==> config.mk <==
export PLATFORM = sky130hd
export DESIGN_NAME = interp_seq_ctrl
export DESIGN_NICKNAME = d
export VERILOG_FILES = /design/src/rtl/interp_seq_ctrl.sv
export SDC_FILE = /design/constraint.sdc
export NUM_CORES = 1
export LEC_CHECK = 0
export CAP_MARGIN = 20
export CORE_UTILIZATION = 26
export DETAILED_ROUTE_END_ITERATION = 10
export PLACE_DENSITY = 0.51
export SKIP_CTS_REPAIR_TIMING = 1
export SYNTH_ARGS = -nofsm -noshare
export SYNTH_HDL_FRONTEND = slang
export SYNTH_SLANG_ARGS = --single-unit
==> constraint.sdc <==
create_clock -name clk -period 2.7 [get_ports clk]
set_input_delay 0.81 -clock clk [delete_from_list [all_inputs] [get_ports clk]]
set_output_delay 0.81 -clock clk [all_outputs]
set_load 0.005 [all_outputs]
==> src/rtl/interp_seq_ctrl.sv <==
// Control sequencer for the two-lane channel-interpolation datapath: preloads E/2E/5E, then
// emits six subcarrier pairs under valid/ready. Define INTERP_SEQ_ERR_EN to add a sticky err output.
module interp_seq_ctrl #(
  parameter int unsigned NUM_STEPS = 6,
  parameter int unsigned IDX_W     = 4
) (
  input  logic             clk,
  input  logic             rst,
  input  logic             start,
  input  logic             cell_shift,
  input  logic             out_ready,
  output logic [2:0]       s1a,
  output logic [2:0]       s1b,
  output logic [2:0]       s2a,
  output logic [2:0]       s2b,
  output logic [1:0]       s_h1,
  output logic [1:0]       s_h2,
  output logic             sel_est,
  output logic             en_reg_E,
  output logic             en_reg_2E,
  output logic             en_reg_5E,
  output logic             h_valid,
  output logic [IDX_W-1:0] h_idx,
  output logic             busy,
`ifdef INTERP_SEQ_ERR_EN
  output logic             err,
`endif
  output logic             done
);

  typedef enum logic [2:0] {StIdle, StPre0, StPre1, StRun, StDone} state_e;

  localparam int unsigned StepW = (NUM_STEPS > 1) ? $clog2(NUM_STEPS) : 1;
  localparam logic [StepW-1:0] LastStep = StepW'(NUM_STEPS - 1);

  state_e           state_q, state_d;
  logic [StepW-1:0] step_q, step_d;

  logic [15:0]      code_d;
  logic [2:0]       en_d;
  logic             hv_d, busy_d, done_d, sel_d;
  logic [IDX_W-1:0] idx_d;

  // Adder/output select codes per RUN step: {s1a, s1b, s2a, s2b, s_h1, s_h2}
  function automatic logic [15:0] step_code(input logic [StepW-1:0] s);
    case (int'(s))
      0:       return {3'd0, 3'd0, 3'd4, 3'd0, 2'd0, 2'd1};
      1:       return {3'd1, 3'd1, 3'd1, 3'd1, 2'd2, 2'd3};
      2:       return {3'd2, 3'd2, 3'd2, 3'd2, 2'd2, 2'd3};
      3:       return {3'd3, 3'd3, 3'd3, 3'd2, 2'd1, 2'd2};
      4:       return {3'd4, 3'd3, 3'd3, 3'd3, 2'd2, 2'd3};
      5:       return {3'd4, 3'd4, 3'd4, 3'd3, 2'd3, 2'd0};
      default: return '0;
    endcase
  endfunction

  always_comb begin
    state_d = state_q;
    step_d  = step_q;
    case (state_q)
      StIdle: if (start) state_d = StPre0;
      StPre0: state_d = StPre1;
      StPre1: begin
        state_d = StRun;
        step_d  = '0;
      end
      StRun: begin
        if (out_ready) begin
          if (step_q == LastStep) begin
            state_d = StDone;
            step_d  = '0;
          end else begin
            step_d = step_q + StepW'(1);
          end
        end
      end
      StDone:  state_d = StIdle;
      default: state_d = StIdle;
    endcase
  end

  // Outputs are decoded from the next state so the registered value lines up with that state.
  always_comb begin
    code_d = '0;
    en_d   = '0;
    hv_d   = 1'b0;
    idx_d  = '0;
    busy_d = 1'b0;
    done_d = 1'b0;
    sel_d  = (state_q == StIdle && start) ? cell_shift : sel_est;
    case (state_d)
      StPre0: begin
        code_d = {3'd1, 3'd1, 3'd0, 3'd0, 2'd0, 2'd0};
        en_d   = 3'b110;
        busy_d = 1'b1;
      end
      StPre1: begin
        code_d = {3'd2, 3'd2, 3'd0, 3'd0, 2'd0, 2'd0};
        en_d   = 3'b001;
        busy_d = 1'b1;
      end
      StRun: begin
        code_d = step_code(step_d);
        hv_d   = 1'b1;
        idx_d  = IDX_W'({step_d, 1'b0});
        busy_d = 1'b1;
      end
      StDone:  done_d = 1'b1;
      default: ;
    endcase
  end

  always_ff @(posedge clk or negedge rst) begin
    if (!rst) begin
      state_q <= StIdle;
      step_q  <= '0;
      {s1a, s1b, s2a, s2b, s_h1, s_h2} <= '0;
      {en_reg_E, en_reg_2E, en_reg_5E} <= '0;
      sel_est <= 1'b0;
      h_valid <= 1'b0;
      h_idx   <= '0;
      busy    <= 1'b0;
      done    <= 1'b0;
    end else begin
      state_q <= state_d;
      step_q  <= step_d;
      {s1a, s1b, s2a, s2b, s_h1, s_h2} <= code_d;
      {en_reg_E, en_reg_2E, en_reg_5E} <= en_d;
      sel_est <= sel_d;
      h_valid <= hv_d;
      h_idx   <= idx_d;
      busy    <= busy_d;
      done    <= done_d;
    end
  end

`ifdef INTERP_SEQ_ERR_EN
  logic [3:0] stall_q;

  // stall_q counts earlier consecutive stalled RUN cycles; the 16th stall trips err.
  always_ff @(posedge clk or negedge rst) begin
    if (!rst) begin
      stall_q <= '0;
      err     <= 1'b0;
    end else begin
      if (start && busy) err <= 1'b1;
      if (state_q == StRun && !out_ready) begin
        if (stall_q == 4'd15) err <= 1'b1;
        else                  stall_q <= stall_q + 4'd1;
      end else begin
        stall_q <= '0;
      end
    end
  end
`endif

endmodule

==> summary.md <==
| Metric | Value |
|---|---|
| Vias in the first global route | 893 |
| Routed wl met2 | 1220 um |
| Data required time of the worst path | 2.87 ns |
| Metal3 WL | 113 um |
| CP max-delay cell | clkdlybuf4s50_1 |
| Initial antenna violation count | 0 |
| Run status | completed |
| Crit share post-route | 0.818 |
| Final hold viol count | 0 |
| P_int | 1.44 mW |
| # port buffers | 29 |
| GP Congestion | 0.855 |
| Syn. warnings | 0 |
| Fmax achieved | 453 MHz |
| Final core occ | 0.365 |
| Layout area overhead | 36.0% |
| Netlist cell types | 40 |
| Final HPWL DP | 1820 um |
| 1st-iter DRT viols | 66 |
| Slew Viols, Final | 0 |
| Final Instance Area | 0.00173 sq mm |
| Sink Count | 30 |
| Pre-CTS WS | 0.221 ns |
| Final Critical Period | 2.21 ns |
| Slowest stage delay, CP | 0.58 ns |
| Fin nets | 149 |
| Top layer used by detailed routing | met4 |
| Num rows | 25 |
| Crit-path cells | clkdlybuf4s50_1, and2_1, o22ai_1, or3_1, nor2b_1 |
| Die height | 71.9 um |
| Syn Inst Count | 113 |
| Async set-reset flop share out of synthesis | 1.00 |
| Residual DRC count | 0 |
| Comb pwr share | 0.438 |
| CTS tree | done |
| Ant diodes | 0 |
| Fillers | 482 |
| Max Cap Viol | 0 |
| Worst Hold Class | flip-flop to flip-flop |
| Die X | 71.9 um |
| Worst hold path depth | 1 |
| Area of the core | 0.00472 sq mm |
| R2r startpoint | step_q[0] |
| Max clock buf depth | 2 |
| Final setup fails | 0 |
| 1st-pass router iterations | 4 |
| P_leak | 0.766 nW |
| CTS Buf Count | 5 |
| GRT Total Usage | 0.111 |
| DR vias | 904 |
| Initial core utilization | 0.269 |
| Clock network power share | 0.206 |
| Yosys reg bits | 30 |
| Worst VDD drop | 0.373 mV |
| Vias per std cell | 4.28 |
| Commonest cells post-synth | 30 x dfrtp_1, 9 x inv_1, 8 x nor2_1 |
| Root buffer cell | clkbuf_8 |
| Routed WL per cell | 12.1 um |
| Post-synth top area share | 0.592 |
| Class of the most critical setup path | primary input to flip-flop |
| R2r setup slk | 1.03 ns |
| Largest net degree at the start of global routing | 31 |
| Most used DFF post-synth | dfrtp_1 |
| DRT met1 WL | 1140 um |
| Switching share of power | 0.340 |
| Die area | 0.00516 sq mm |
| RSZ-0062 raised after global routing | false |
| Biggest area consumer among synthesized cells | dfrtp_1 |
| Worst-path fanout max | 7 |
| Post-route ant nets | 0 |
| CP arrival | 2.38 ns |
| Sw Pwr | 0.742 mW |
| H-tree level count | 2 |
| Clk_skew | 0.00308 ns |
| Power Total | 2.18 mW |
| Reg2reg end | s2b[0] |
| Syn avg cell area | 11.2 sq um |
| Sequential share of the synthesized area | 0.592 |
| Clock Latency Late Sink | 0.27 ns |
| Min-delay src | sel_est |
| Mapped Area | 0.00127 sq mm |
| PwrDens | 1260 mW/mm^2 |
| GRT Residual Overflow | 0 |
| Critical path's top delay family | simple AND/OR/NAND/NOR gates |
| Bufs and invs on worst path | 1 |
| Seq pwr share | 0.355 |
| Setup_tns | 0 ns |
| Dominant cells by area after synthesis | dfrtp_1 59%, inv_1 2.7%, mux2i_1 2.4% |
| DRT Wirelength | 2550 um |
| Hold Path End | sel_est |
| Share of layout cells above drive strength 1 | 0.0972 |
| R2R depth | 4 |
| # IOs | 32 |
| CP endpoint kind | flip-flop |
| Most numerous cell in the Yosys netlist | dfrtp_1 |
| Clock slew at reported path FFs | 0.06 ns |
| DP Area | 0.00161 sq mm |
| First-pass GRT wire length | 4300 um |
| Post-synth EDFFs | 0 |
| Fin worst setup slack | 0.491 ns |
| Worst setup SP type | primary input |
==> flip-flops by register name (all words and copies together), names as in the netlist, 2 cells and up <==
| name | flops |
|---|---|
| h_idx | 3 |
| s1b | 3 |
| state_q | 3 |
| s2a | 3 |
| s2b | 2 |
| step_q | 3 |
| s_h1 | 2 |
| s_h2 | 2 |
| s1a | 3 |
==> routing by layer <==
layer  track usage  up-vias
li1              -      444
met1         0.137      425
met2         0.171       26
met3        0.0408        9
met4        0.0566        0
met5             0        -
==> placed cells by master, fill, tap and decap left out, types with 2 or more instances in the layout <==
cell type,count
nand2b_1,2
mux2i_1,3
clkbuf_8,6
a21oi_1,5
inv_1,9
conb_1,2
dfrtp_1,30
or3_1,2
nor2_1,8
o21ai_0,5
clkdlybuf4s50_1,29
nand2_1,5
nand3_1,2
nand3b_1,3
nor2b_1,4
and2_1,3
buf_4,2
==> power groups by stage <==
stage / registers, mW / clock network, mW / logic [mW]
after floorplan: 0.739 / 0 / 0.577
after global placement: 0.775 / 0 / 0.964
after detailed placement: 0.781 / 0 / 0.964
after CTS: 0.775 / 0.464 / 0.967
after global routing: 0.798 / 0.481 / 1.07
final: 0.774 / 0.450 / 0.956
==> metrics by stage <==
step	hold slack, ns	instances
floorplan	0.495	114
global placement	0.491	204
detailed placement	0.510	204
CTS	0.519	211
global route	0.545	211
finish	0.524	211
==> logic make-up after synthesis <==
group / after synthesis / synth area share
multiplexers: 4 / 0.0325
AND/OR/NAND/NOR: 38 / 0.176
other: 1 / 0.00296
XOR/XNOR: 1 / 0.00690
flip-flops: 30 / 0.592
AO/OA/AOI/OAI: 22 / 0.125
buffers and inverters: 17 / 0.0651
==> worst max-delay path by stage <==
stage | start | slack [ns] | end | depth (start not counted)
2_1_floorplan | out_ready | 0.90 | s2b[0] | 5
3_3_place_gp | out_ready | 0.24 | s2b[0] | 5
3_5_place_dp | out_ready | 0.22 | s2b[0] | 5
4_1_cts | out_ready | 0.51 | s2b[0] | 5
5_1_grt | out_ready | 0.41 | s_h1[1] | 5
6_report | out_ready | 0.49 | s2b[0] | 5
==> layout make-up <==
cell class,instances,area [sq um],area share
flip-flops and latches,30,751,0.435
clock buffers,6,82.6,0.0479
clock inverters,1,30.0,0.0174
inverters,9,33.8,0.0196
repair buffers,31,305,0.177
well taps,67,83.8,0.0486
multi-input cells,67,439,0.255
Note: power is estimated with default switching activity, not from simulation.
